## config.mk

```make
export PLATFORM = sky130hd
export DESIGN_NAME = avalon_pio_bank
export DESIGN_NICKNAME = d
export VERILOG_FILES = /design/src/rtl/avalon_pio_bank_pkg.sv /design/src/rtl/avalon_pio_bank_in_channel.sv /design/src/rtl/avalon_pio_bank.sv
export SDC_FILE = /design/constraint.sdc
export NUM_CORES = 1
export LEC_CHECK = 0
export CAP_MARGIN = 25
export CELL_PAD_IN_SITES_DETAIL_PLACEMENT = 1
export CELL_PAD_IN_SITES_GLOBAL_PLACEMENT = 1
export CORE_MARGIN = 2
export CORE_UTILIZATION = 41
export CTS_BUF_LIST = sky130_fd_sc_hd__clkbuf_16
export DETAILED_ROUTE_END_ITERATION = 10
export GPL_TIMING_DRIVEN = 0
export PLACE_DENSITY_LB_ADDON = 0.1
export SYNTH_ARGS = -nofsm -noshare
export SYNTH_HDL_FRONTEND = slang
export SYNTH_SLANG_ARGS = --single-unit
export TNS_END_PERCENT = 50
```

## constraint.sdc

```tcl
create_clock -name clk -period 2.2 [get_ports clk]
set_input_delay 0.22 -clock clk [delete_from_list [all_inputs] [get_ports clk]]
set_output_delay 0.22 -clock clk [all_outputs]
set_load 0.05 [all_outputs]
```

## src/rtl/avalon_pio_bank_pkg.sv

```systemverilog
// Shared constants for the Avalon-MM PIO bank: register function codes, edge types
// and the channel-address width helper.
package avalon_pio_bank_pkg;
   localparam logic [2:0] FUNC_OUT_DATA = 3'd0;
   localparam logic [2:0] FUNC_OUT_SET  = 3'd1;
   localparam logic [2:0] FUNC_OUT_CLR  = 3'd2;
   localparam logic [2:0] FUNC_IN_DATA  = 3'd3;
   localparam logic [2:0] FUNC_EDGE_CAP = 3'd4;
   localparam logic [2:0] FUNC_IRQ_MASK = 3'd5;

   localparam int EDGE_RISING  = 0;
   localparam int EDGE_FALLING = 1;
   localparam int EDGE_ANY     = 2;

   // A single-channel bank still gets one address bit so the port never collapses to zero width.
   function automatic int ch_addr_width(input int num_out, input int num_in);
      int m;
      m = (num_out > num_in) ? num_out : num_in;
      return (m < 2) ? 1 : $clog2(m);
   endfunction
endpackage

```

## src/rtl/avalon_pio_bank_in_channel.sv

```systemverilog
// One input channel: synchroniser, optional debounce (AVALON_PIO_BANK_DEBOUNCE_EN),
// warm-up gate, edge detect, sticky edge capture and interrupt mask.
module pio_in_channel
   import avalon_pio_bank_pkg::*;
#(
   parameter int WIDTH           = 32,
   parameter int EDGE_TYPE       = 0,
   parameter int SYNC_STAGES     = 2,
   parameter int DEBOUNCE_CYCLES = 1000
) (
   input  logic             clk,
   input  logic             reset,
   input  logic [WIDTH-1:0] pio_in,
   input  logic             clr_wr,
   input  logic [WIDTH-1:0] clr_data,
   input  logic             mask_wr,
   input  logic [WIDTH-1:0] mask_data,
   output logic [WIDTH-1:0] filtered,
   output logic [WIDTH-1:0] edge_cap,
   output logic [WIDTH-1:0] irq_mask,
   output logic             irq_req
);
`ifdef AVALON_PIO_BANK_DEBOUNCE_EN
   localparam int WARM = SYNC_STAGES + 1 + DEBOUNCE_CYCLES;
`else
   localparam int WARM = SYNC_STAGES + 1;
`endif
   localparam int WW = $clog2(WARM + 1);

   logic [SYNC_STAGES-1:0][WIDTH-1:0] sync;
   logic [WIDTH-1:0] synced, prev, edge_raw, edge_hit;
   logic [WW-1:0]    warm_cnt;
   logic             warm_done;

   assign synced    = sync[SYNC_STAGES-1];
   assign warm_done = (warm_cnt == WW'(WARM));

   always_ff @(posedge clk) begin
      if (reset) sync <= '0;
      else       sync <= {sync[SYNC_STAGES-2:0], pio_in};
   end

`ifdef AVALON_PIO_BANK_DEBOUNCE_EN
   localparam int CW = $clog2(DEBOUNCE_CYCLES + 1);
   logic [WIDTH-1:0][CW-1:0] cnt;

   // Counter restarts on any agreement and clears on the flip, so it never exceeds DEBOUNCE_CYCLES-1.
   always_ff @(posedge clk) begin
      if (reset) begin
         cnt      <= '0;
         filtered <= '0;
      end else begin
         for (int b = 0; b < WIDTH; b++) begin
            if (synced[b] == filtered[b]) begin
               cnt[b] <= '0;
            end else if (cnt[b] >= CW'(DEBOUNCE_CYCLES - 1)) begin
               filtered[b] <= synced[b];
               cnt[b]      <= '0;
            end else begin
               cnt[b] <= cnt[b] + 1'b1;
            end
         end
      end
   end
`else
   assign filtered = synced;
`endif

   always_comb begin
      case (EDGE_TYPE)
         EDGE_FALLING: edge_raw = ~filtered & prev;
         EDGE_ANY:     edge_raw = filtered ^ prev;
         default:      edge_raw = filtered & ~prev;
      endcase
      edge_hit = warm_done ? edge_raw : '0;
   end

   // New edges are OR-ed in after the W1C, so a same-cycle edge survives its clear.
   always_ff @(posedge clk) begin
      if (reset) begin
         prev     <= '0;
         warm_cnt <= '0;
         edge_cap <= '0;
         irq_mask <= '0;
      end else begin
         prev <= filtered;
         if (!warm_done) warm_cnt <= warm_cnt + 1'b1;
         edge_cap <= (edge_cap & ~(clr_wr ? clr_data : '0)) | edge_hit;
         if (mask_wr) irq_mask <= mask_data;
      end
   end

   assign irq_req = |(edge_cap & irq_mask);
endmodule

```

## src/rtl/avalon_pio_bank.sv

```systemverilog
// Avalon-MM PIO bank: NUM_OUT output and NUM_IN input channels with atomic set/clear,
// edge capture and a maskable level irq. Debounce enabled by AVALON_PIO_BANK_DEBOUNCE_EN.
module avalon_pio_bank
   import avalon_pio_bank_pkg::*;
#(
   parameter int          WIDTH           = 32,
   parameter int          NUM_OUT         = 4,
   parameter int          NUM_IN          = 2,
   parameter logic [31:0] OUT_RESET_VAL   = 32'h0,
   parameter int          EDGE_TYPE       = 0,
   parameter int          SYNC_STAGES     = 2,
   parameter int          DEBOUNCE_CYCLES = 1000,
   parameter int          CH_AW           = ch_addr_width(NUM_OUT, NUM_IN)
) (
   input  logic                     clk,
   input  logic                     reset,
   input  logic [CH_AW+2:0]         avs_address,
   input  logic                     avs_read,
   input  logic                     avs_write,
   input  logic [31:0]              avs_writedata,
   output logic [31:0]              avs_readdata,
   output logic                     irq,
   output logic [NUM_OUT*WIDTH-1:0] pio_out,
   input  logic [NUM_IN*WIDTH-1:0]  pio_in
);
   logic [2:0]       func;
   logic [CH_AW-1:0] ch;
   logic [WIDTH-1:0] wd;
   logic [31:0]      rd_next;

   logic [NUM_OUT-1:0][WIDTH-1:0] out_q;
   logic [NUM_IN-1:0][WIDTH-1:0]  in_filt, in_cap, in_mask;
   logic [NUM_IN-1:0]             in_irq, clr_wr, mask_wr;

   assign func    = avs_address[CH_AW+2:CH_AW];
   assign ch      = avs_address[CH_AW-1:0];
   assign wd      = avs_writedata[WIDTH-1:0];
   assign pio_out = out_q;

   always_ff @(posedge clk) begin
      if (reset) begin
         for (int i = 0; i < NUM_OUT; i++) out_q[i] <= OUT_RESET_VAL[WIDTH-1:0];
      end else if (avs_write) begin
         for (int i = 0; i < NUM_OUT; i++) begin
            if (ch == CH_AW'(i)) begin
               case (func)
                  FUNC_OUT_DATA: out_q[i] <= wd;
                  FUNC_OUT_SET:  out_q[i] <= out_q[i] | wd;
                  FUNC_OUT_CLR:  out_q[i] <= out_q[i] & ~wd;
                  default: ;
               endcase
            end
         end
      end
   end

   for (genvar g = 0; g < NUM_IN; g++) begin : g_in
      assign clr_wr[g]  = avs_write && (func == FUNC_EDGE_CAP) && (ch == CH_AW'(g));
      assign mask_wr[g] = avs_write && (func == FUNC_IRQ_MASK) && (ch == CH_AW'(g));

      pio_in_channel #(
         .WIDTH(WIDTH), .EDGE_TYPE(EDGE_TYPE),
         .SYNC_STAGES(SYNC_STAGES), .DEBOUNCE_CYCLES(DEBOUNCE_CYCLES)
      ) u_ch (
         .clk(clk), .reset(reset),
         .pio_in(pio_in[g*WIDTH +: WIDTH]),
         .clr_wr(clr_wr[g]), .clr_data(wd),
         .mask_wr(mask_wr[g]), .mask_data(wd),
         .filtered(in_filt[g]), .edge_cap(in_cap[g]),
         .irq_mask(in_mask[g]), .irq_req(in_irq[g])
      );
   end

   // Read mux sees only registered state, so a simultaneous write returns the pre-write value.
   always_comb begin
      rd_next = '0;
      for (int i = 0; i < NUM_OUT; i++)
         if (ch == CH_AW'(i) && func <= FUNC_OUT_CLR) rd_next[WIDTH-1:0] = out_q[i];
      for (int i = 0; i < NUM_IN; i++) begin
         if (ch == CH_AW'(i)) begin
            case (func)
               FUNC_IN_DATA:  rd_next[WIDTH-1:0] = in_filt[i];
               FUNC_EDGE_CAP: rd_next[WIDTH-1:0] = in_cap[i];
               FUNC_IRQ_MASK: rd_next[WIDTH-1:0] = in_mask[i];
               default: ;
            endcase
         end
      end
   end

   always_ff @(posedge clk) begin
      if (reset) begin
         avs_readdata <= '0;
         irq          <= 1'b0;
      end else begin
         avs_readdata <= avs_read ? rd_next : '0;
         irq          <= |in_irq;
      end
   end
endmodule

```

## Word level (Yosys, flattened, before mapping)

Index checks and enable logic that the tools add are counted.

| word-level totals | value |
|---|---|
| output and inout port bits | 161 |
| word-level logic and storage cells | 88 |
| input port bits | 105 |
| flip-flop bits (word level) | 485 |

| operators by class | value |
|---|---|
| equal/unequal tests | 10 |
| magnitude comparators | 1 |
| reduce and logical (&&, ||, !) cells | 19 |
| muxes and demuxes | 16 |
| bitwise operators | 22 |
| add/subtract/negate cells | 2 |

Operators by type and width:

| kind | number |
|---|---|
| case mux 32 bit (3 select lines) | 6 |
| bitwise AND 32 bit | 10 |
| 2-to-1 mux 32 bit | 10 |
| bitwise OR 32 bit | 6 |
| NOT 32 bit | 5 |
| OR reduction 64 bit | 1 |
| AND reduction 3 bit | 4 |
| logical AND 1 bit | 10 |
| == test 2 bit, second input constant | 4 |
| == test 3 x 2 -> 1 bit, second input constant | 2 |
| == test 3 bit, second input constant | 2 |
| adder 2 x 1 -> 2 bit, second input constant | 2 |
| == test 3 x 1 -> 1 bit, second input constant | 1 |
| <= comparator 3 x 2 -> 1 bit, second input constant | 1 |
| logical NOT 3 bit | 1 |
| nonzero test 3 bit | 1 |
| == test 2 x 1 -> 1 bit, second input constant | 1 |
| logical NOT 2 bit | 1 |
| OR reduction 2 bit | 1 |
| NOT 1 bit | 1 |

## Depth between registers and ports, before layout

| depth | value |
|---|---|
| depth after elaboration | 10 |
| mapped depth | 8 |
| mapped depth without buffers | 5 |

## Cells and area by module

Synthesis repeated with hierarchy kept, for this count alone.

| second synthesis, totals | value |
|---|---|
| cells, all modules | 2124 |
| area total of the unflattened synthesis | 19264.7 um^2 |

Modules (own cells, without submodules):

| module | times used | cells an instance | seq. area each (um^2) | area an instance (um^2) |
|---|---|---|---|---|
| pio_in_channel | 2 | 537 | 3243.1 | 5485.3 |
| avalon_pio_bank | 1 | 1050 | 3223.1 | 8294.2 |

## Worst setup path after synthesis

Ideal clock, no wire load.

| timing | value |
|---|---|
| path kind | input-to-reg |
| start | input avs_address[2] |
| end | register avs_readdata[10] |
| path slack | 0.526 ns |
| setup time | 0.088 ns |
| arrival | 1.586 ns |
| data required time | 2.112 ns |
| cell stages on the path | 8 |
| path buffers | 3 |
| cells stage by stage | buf_2 > a21oi_2 > nand2b_1 > clkbuf_1 > nor2_2 > buf_2 > a211oi_1 > o32ai_2 |

| between the ends | value |
|---|---|
| longest elaborated chain between the ends | 10 |
| elaborated cells between the ends (all ways) | 16 |
| those cells by class | order compare: 1; eq/ne: 3; mux: 8; reduce/logical: 4 |

Ends and longest elaborated chain:

| item | RTL line | source |
|---|---|---|
| start: declaration | avalon_pio_bank.sv:17 | `input logic [CH_AW+2:0] avs_address,` |
| <= comparator 3 x 2 -> 1 bit | avalon_pio_bank.sv:78 | `if (ch == CH_AW'(i) && func <= FUNC_OUT_CLR) rd_next[WIDTH-1:0] = out_q[i];` |
| logical AND 1 bit | avalon_pio_bank.sv:78 |  |
| 2-to-1 mux 32 bit (4 in series) | avalon_pio_bank.sv:78 |  |
| case mux 32 bit (3 select lines) | avalon_pio_bank.sv:81 | `case (func)` |
| 2-to-1 mux 32 bit | avalon_pio_bank.sv:80 | `if (ch == CH_AW'(i)) begin` |
| case mux 32 bit (3 select lines) | avalon_pio_bank.sv:81 |  |
| 2-to-1 mux 32 bit (*) | avalon_pio_bank.sv:80 |  |
| end signal: assignment | avalon_pio_bank.sv:96 | `avs_readdata <= avs_read ? rd_next : '0;` |
| end: declaration | avalon_pio_bank.sv:21 | `output logic [31:0] avs_readdata,` |

Every way passes the cells marked *; elsewhere a longest branch is shown, timed or not.
A chain may end at the register's enable or synchronous reset.

## Final worst setup path

| timing | value |
|---|---|
| start | register out_q (netlist bit pio_out[60]) |
| end | output pio_out[60] |

RTL lines:

| item | RTL line | source |
|---|---|---|
| start: declaration | avalon_pio_bank.sv:31 | `logic [NUM_OUT-1:0][WIDTH-1:0] out_q;` |
| start signal: indexed assignment | avalon_pio_bank.sv:47 | `FUNC_OUT_DATA: out_q[i] <= wd;` |
| start signal: indexed assignment | avalon_pio_bank.sv:48 | `FUNC_OUT_SET: out_q[i] <= out_q[i] \| wd;` |
| start signal: indexed assignment | avalon_pio_bank.sv:49 | `FUNC_OUT_CLR: out_q[i] <= out_q[i] & ~wd;` |
| end: declaration | avalon_pio_bank.sv:23 | `output logic [NUM_OUT*WIDTH-1:0] pio_out,` |

No word-level cell between the ends.

==> Flow_metrics.wiki <==
{| class="wikitable"
! Metric !! Value
|-
| Area of the mapped netlist || 18670 um^2
|-
| Fin util || 51.72%
|-
| Area after detailed placement || 21720 um^2
|-
| Max Fanout on Critical Path || 3
|-
| Root buf cell || clkbuf_16
|-
| Buffers from clock root to sink, at most || 3
|-
| CP bufs+invs || 1
|-
| First-iteration detailed-routing DRC count || 1452
|-
| Worst EP required || 1.98 ns
|-
| TritonCTS buffer count || 50
|-
| Slowest cell on crit path || clkdlybuf4s50_1
|-
| Wire length of the first global-routing pass || 111400 um
|-
| Pin count of the biggest net entering global routing || 14
|-
| Sinks on the clock net || 485
|-
| Worst max-slew margin expressed relative to the limit || 42.71%
|-
| Number of fill cells in the layout || 5266
|-
| Most frequent cells in the layout || 485 x dfxtp_1, 348 x nand2_1, 227 x clkdlybuf4s50_1, 195 x nor2b_1, 193 x a21oi_1
|-
| Area grow syn2layout || 25.15%
|-
| Net count after synthesis || 2217
|-
| Post-placement setup slack || -0.8703 ns
|-
| Share of synthesized area occupied by flip-flops and latches || 52.00%
|-
| Number of cells produced by synthesis || 2110
|-
| Die outline height || 217.4 um
|-
| Upper clock frequency limit || 470.3 MHz
|-
| Max Slew Vio Count || 0
|-
| I/O pin count || 266
|-
| Number of warnings reported in the yosys synthesis log || 0
|-
| # setup viols final || 0
|-
| DP Cell Count || 2939
|-
| Kind of cell adding the most delay to the critical path || buffers and inverters
|-
| Wirelength per Cell || 25.04 um
|-
| Type of the tightest min-delay check || in -> reg
|-
| Final hold violation count || 0
|-
| Crit path largest cell delay || 0.85 ns
|-
| Die outline area || 47270 um^2
|-
| Data arrival at the endpoint of the critical path || 1.91 ns
|-
| Number of remaining DRC errors || 0
|-
| Fin cells || 3023
|-
| Type of the setup path with the least slack || reg -> out
|-
| N_diodes || 0
|-
| Core region area || 45190 um^2
|-
| H-Tree Level Count || 2
|-
| Startpoint Class || flop
|-
| Highest ir drop seen on vdd || 521.0 uV
|-
| Clock latency of the later-clocked register in the worst-skew pair || 0.60 ns
|-
| Total Routing Usage GR || 31.42%
|-
| Vias/cell || 5.740
|-
| Worst setup skew after layout || 0.02355 ns
|-
| Number of buffers inserted by hold repair at cts || 0
|-
| Gr ovfl total || 0
|-
| Buffers on Ports || 229
|-
| Final min period || 2.126 ns
|-
| Number of global-route vias before repair || 17.31k
|-
| Standard-cell row count || 78
|-
| Routed via count || 17.35k
|-
| Nets || 2499
|-
| Leakage power figure || 7.999 nW
|-
| Yosys reg bits || 485
|-
| Clock tree from TritonCTS || built
|-
| Routability Congestion || 0.9290
|-
| CP cell instances || clkdlybuf4s50_1
|-
| RSZ-0062 raised after global routing || yes
|-
| Commonest non-fill, non-tap cell in the layout || dfxtp_1
|-
| Endpoint type of the worst setup path || output pin
|-
| Number of maximum-capacitance violations || 0
|-
| Count of unique library cells instantiated by Yosys || 34
|-
| Summed area of non-filler cells in the final layout || 23370 um^2
|-
| Status || finished clean
|-
| Portion of the clock cycle consumed by the worst path in the final layout || 96.64%
|-
| Mean Syn Cell Area || 8.850 um^2
|-
| Clock transition time at the flip-flop clock pins of the worst setup and hold paths || 0.06 ns
|-
| Horizontal extent of the die || 217.4 um
|-
| Ratio of cells with drive above 1 in the final layout || 6.438%
|-
| Post-route setup slack || 0.07383 ns
|-
| Number of detailed-route iterations in the first pass || 5
|-
| Initial antenna violation count || 0
|-
| Measured slew at the worst slew-check pin || 0.8594 ns
|-
| Starting Density || 41.32%
|-
| Post-detailed-placement half-perimeter wirelength || 57740 um
|-
| Total routed wirelength || 75690 um
|-
| Power Density || 805.6 nW/um^2
|-
| Hold_ws || 0.07652 ns
|-
| Detail Route Antenna Nets || 0
|}
==> state kept, by name (all words and copies together), names as in the netlist <==
signal              count
g_in.u_ch.prev         64
avs_readdata           32
g_in.u_ch.sync         64
g_in.u_ch.warm_cnt      4
g_in.u_ch.edge_cap     64
g_in.u_ch.filtered     64
pio_out               128
irq                     1
g_in.u_ch.irq_mask     64
==> synth_stat cells <==
| cell | count | share of area, % |
|---|---|---|
| a21oi_1 | 193 | 5.2 |
| a22o_1 | 79 | 3.7 |
| a32oi_1 | 64 | 3.0 |
| nor3_2 | 2 | 0.11 |
| mux2i_1 | 46 | 2.5 |
| ha_1 | 2 | 0.13 |
| nor2_2 | 1 | 0.034 |
| o32ai_1 | 2 | 0.094 |
| inv_1 | 65 | 1.3 |
| dfxtp_1 | 485 | 52 |
| buf_2 | 15 | 0.40 |
| nor2_1 | 107 | 2.2 |
| or3b_1 | 1 | 0.047 |
| and3_1 | 2 | 0.067 |
| a21oi_2 | 2 | 0.094 |
| buf_1 | 10 | 0.20 |
| nand2_1 | 348 | 7.0 |
| a211oi_1 | 26 | 1.0 |
| nor3b_1 | 1 | 0.040 |
| a22oi_1 | 46 | 1.8 |
| xor2_1 | 3 | 0.14 |
| o32ai_2 | 24 | 2.1 |
| nand3_1 | 4 | 0.11 |
| o21ai_0 | 154 | 4.1 |
| buf_6 | 2 | 0.12 |
| a221oi_1 | 35 | 1.6 |
| nand3b_1 | 1 | 0.040 |
| nand4_1 | 8 | 0.27 |
| o22ai_1 | 12 | 0.40 |
| clkbuf_1 | 167 | 3.4 |
| nor3_1 | 3 | 0.080 |
| nand2b_1 | 3 | 0.10 |
| nor2b_1 | 196 | 6.6 |
| nand4b_1 | 1 | 0.047 |
==> path summary, 6_finish.rpt <==
check | end | slack [ns] | from | cells past startpoint
min reg2reg | g_in[0].u_ch.filtered[25]$_SDFF_PP0_ | 0.43 | g_in[0].u_ch.sync[25]$_SDFF_PP0_ | 1
max | pio_out[60] | 0.07 | pio_out[60]$_SDFFE_PP0P_ | 1
min | pio_out[100]$_SDFFE_PP0P_ | 0.08 | avs_writedata[4] | 3
max reg2reg | irq$_SDFF_PP0_ | 0.28 | g_in[0].u_ch.edge_cap[23]$_SDFF_PP0_ | 5
==> tightest hold or removal path: stages <==
cell      delay (ns)
clkbuf_1        0.22
nand2_1         0.12
a21oi_1         0.06
==> routing by layer <==
metal,GRT usage (%),share of wire [%],up-vias,wire [um]
met5,0,0,-,0
li1,-,-,7866,-
met4,11.71,3.6,0,2724
met3,4.477,7.1,144,5393
met1,42.73,44,8609,33100
met2,50.75,46,734,34470
==> report_power, final <==
part           switching, mW  internal, mW
clock                   3.54          4.52
sequential             0.177          9.02
combinational           1.08         0.498
==> metrics by stage <==
stage                      TNS, ns  power, mW
after floorplan                  0      10.20
after global placement     -150.32      10.87
after detailed placement   -168.63      10.91
after CTS                        0      18.89
after global routing      -0.05672      19.38
final                            0      18.83
==> timing repair <==
action	4_1_cts	5_1_grt
cloned	0	0
pin swaps	0	1
hold endpoints to repair	0	0
endpoints found under the setup margin	125	181
setup buffers	0	1
gates resized for setup	19	49
==> logic make-up (layout without fill, tap and decap cells) <==
group	Yosys count	after routing	share of synthesized area, %
mux	46	46	2.466
flops	485	485	52.00
simple gates	678	678	16.65
fa+ha+maj	2	2	0.1340
buf+inv	259	572	5.387
compound gates	637	637	23.22
xor+xnor	3	3	0.1407
==> layout make-up <==
cell class,count,area (um^2),area share [%]
Sequential cell,485,9709,41.55
Multi-Input combinational cell,1366,8050,34.45
Timing Repair Buffer,230,2305,9.862
Clock buffer,53,1326,5.675
Buffer,194,809.5,3.464
Tap cell,600,750.7,3.212
Inverter,65,244.0,1.044
Clock inverter,30,175.2,0.7495
(Power assumes the default switching activity.)
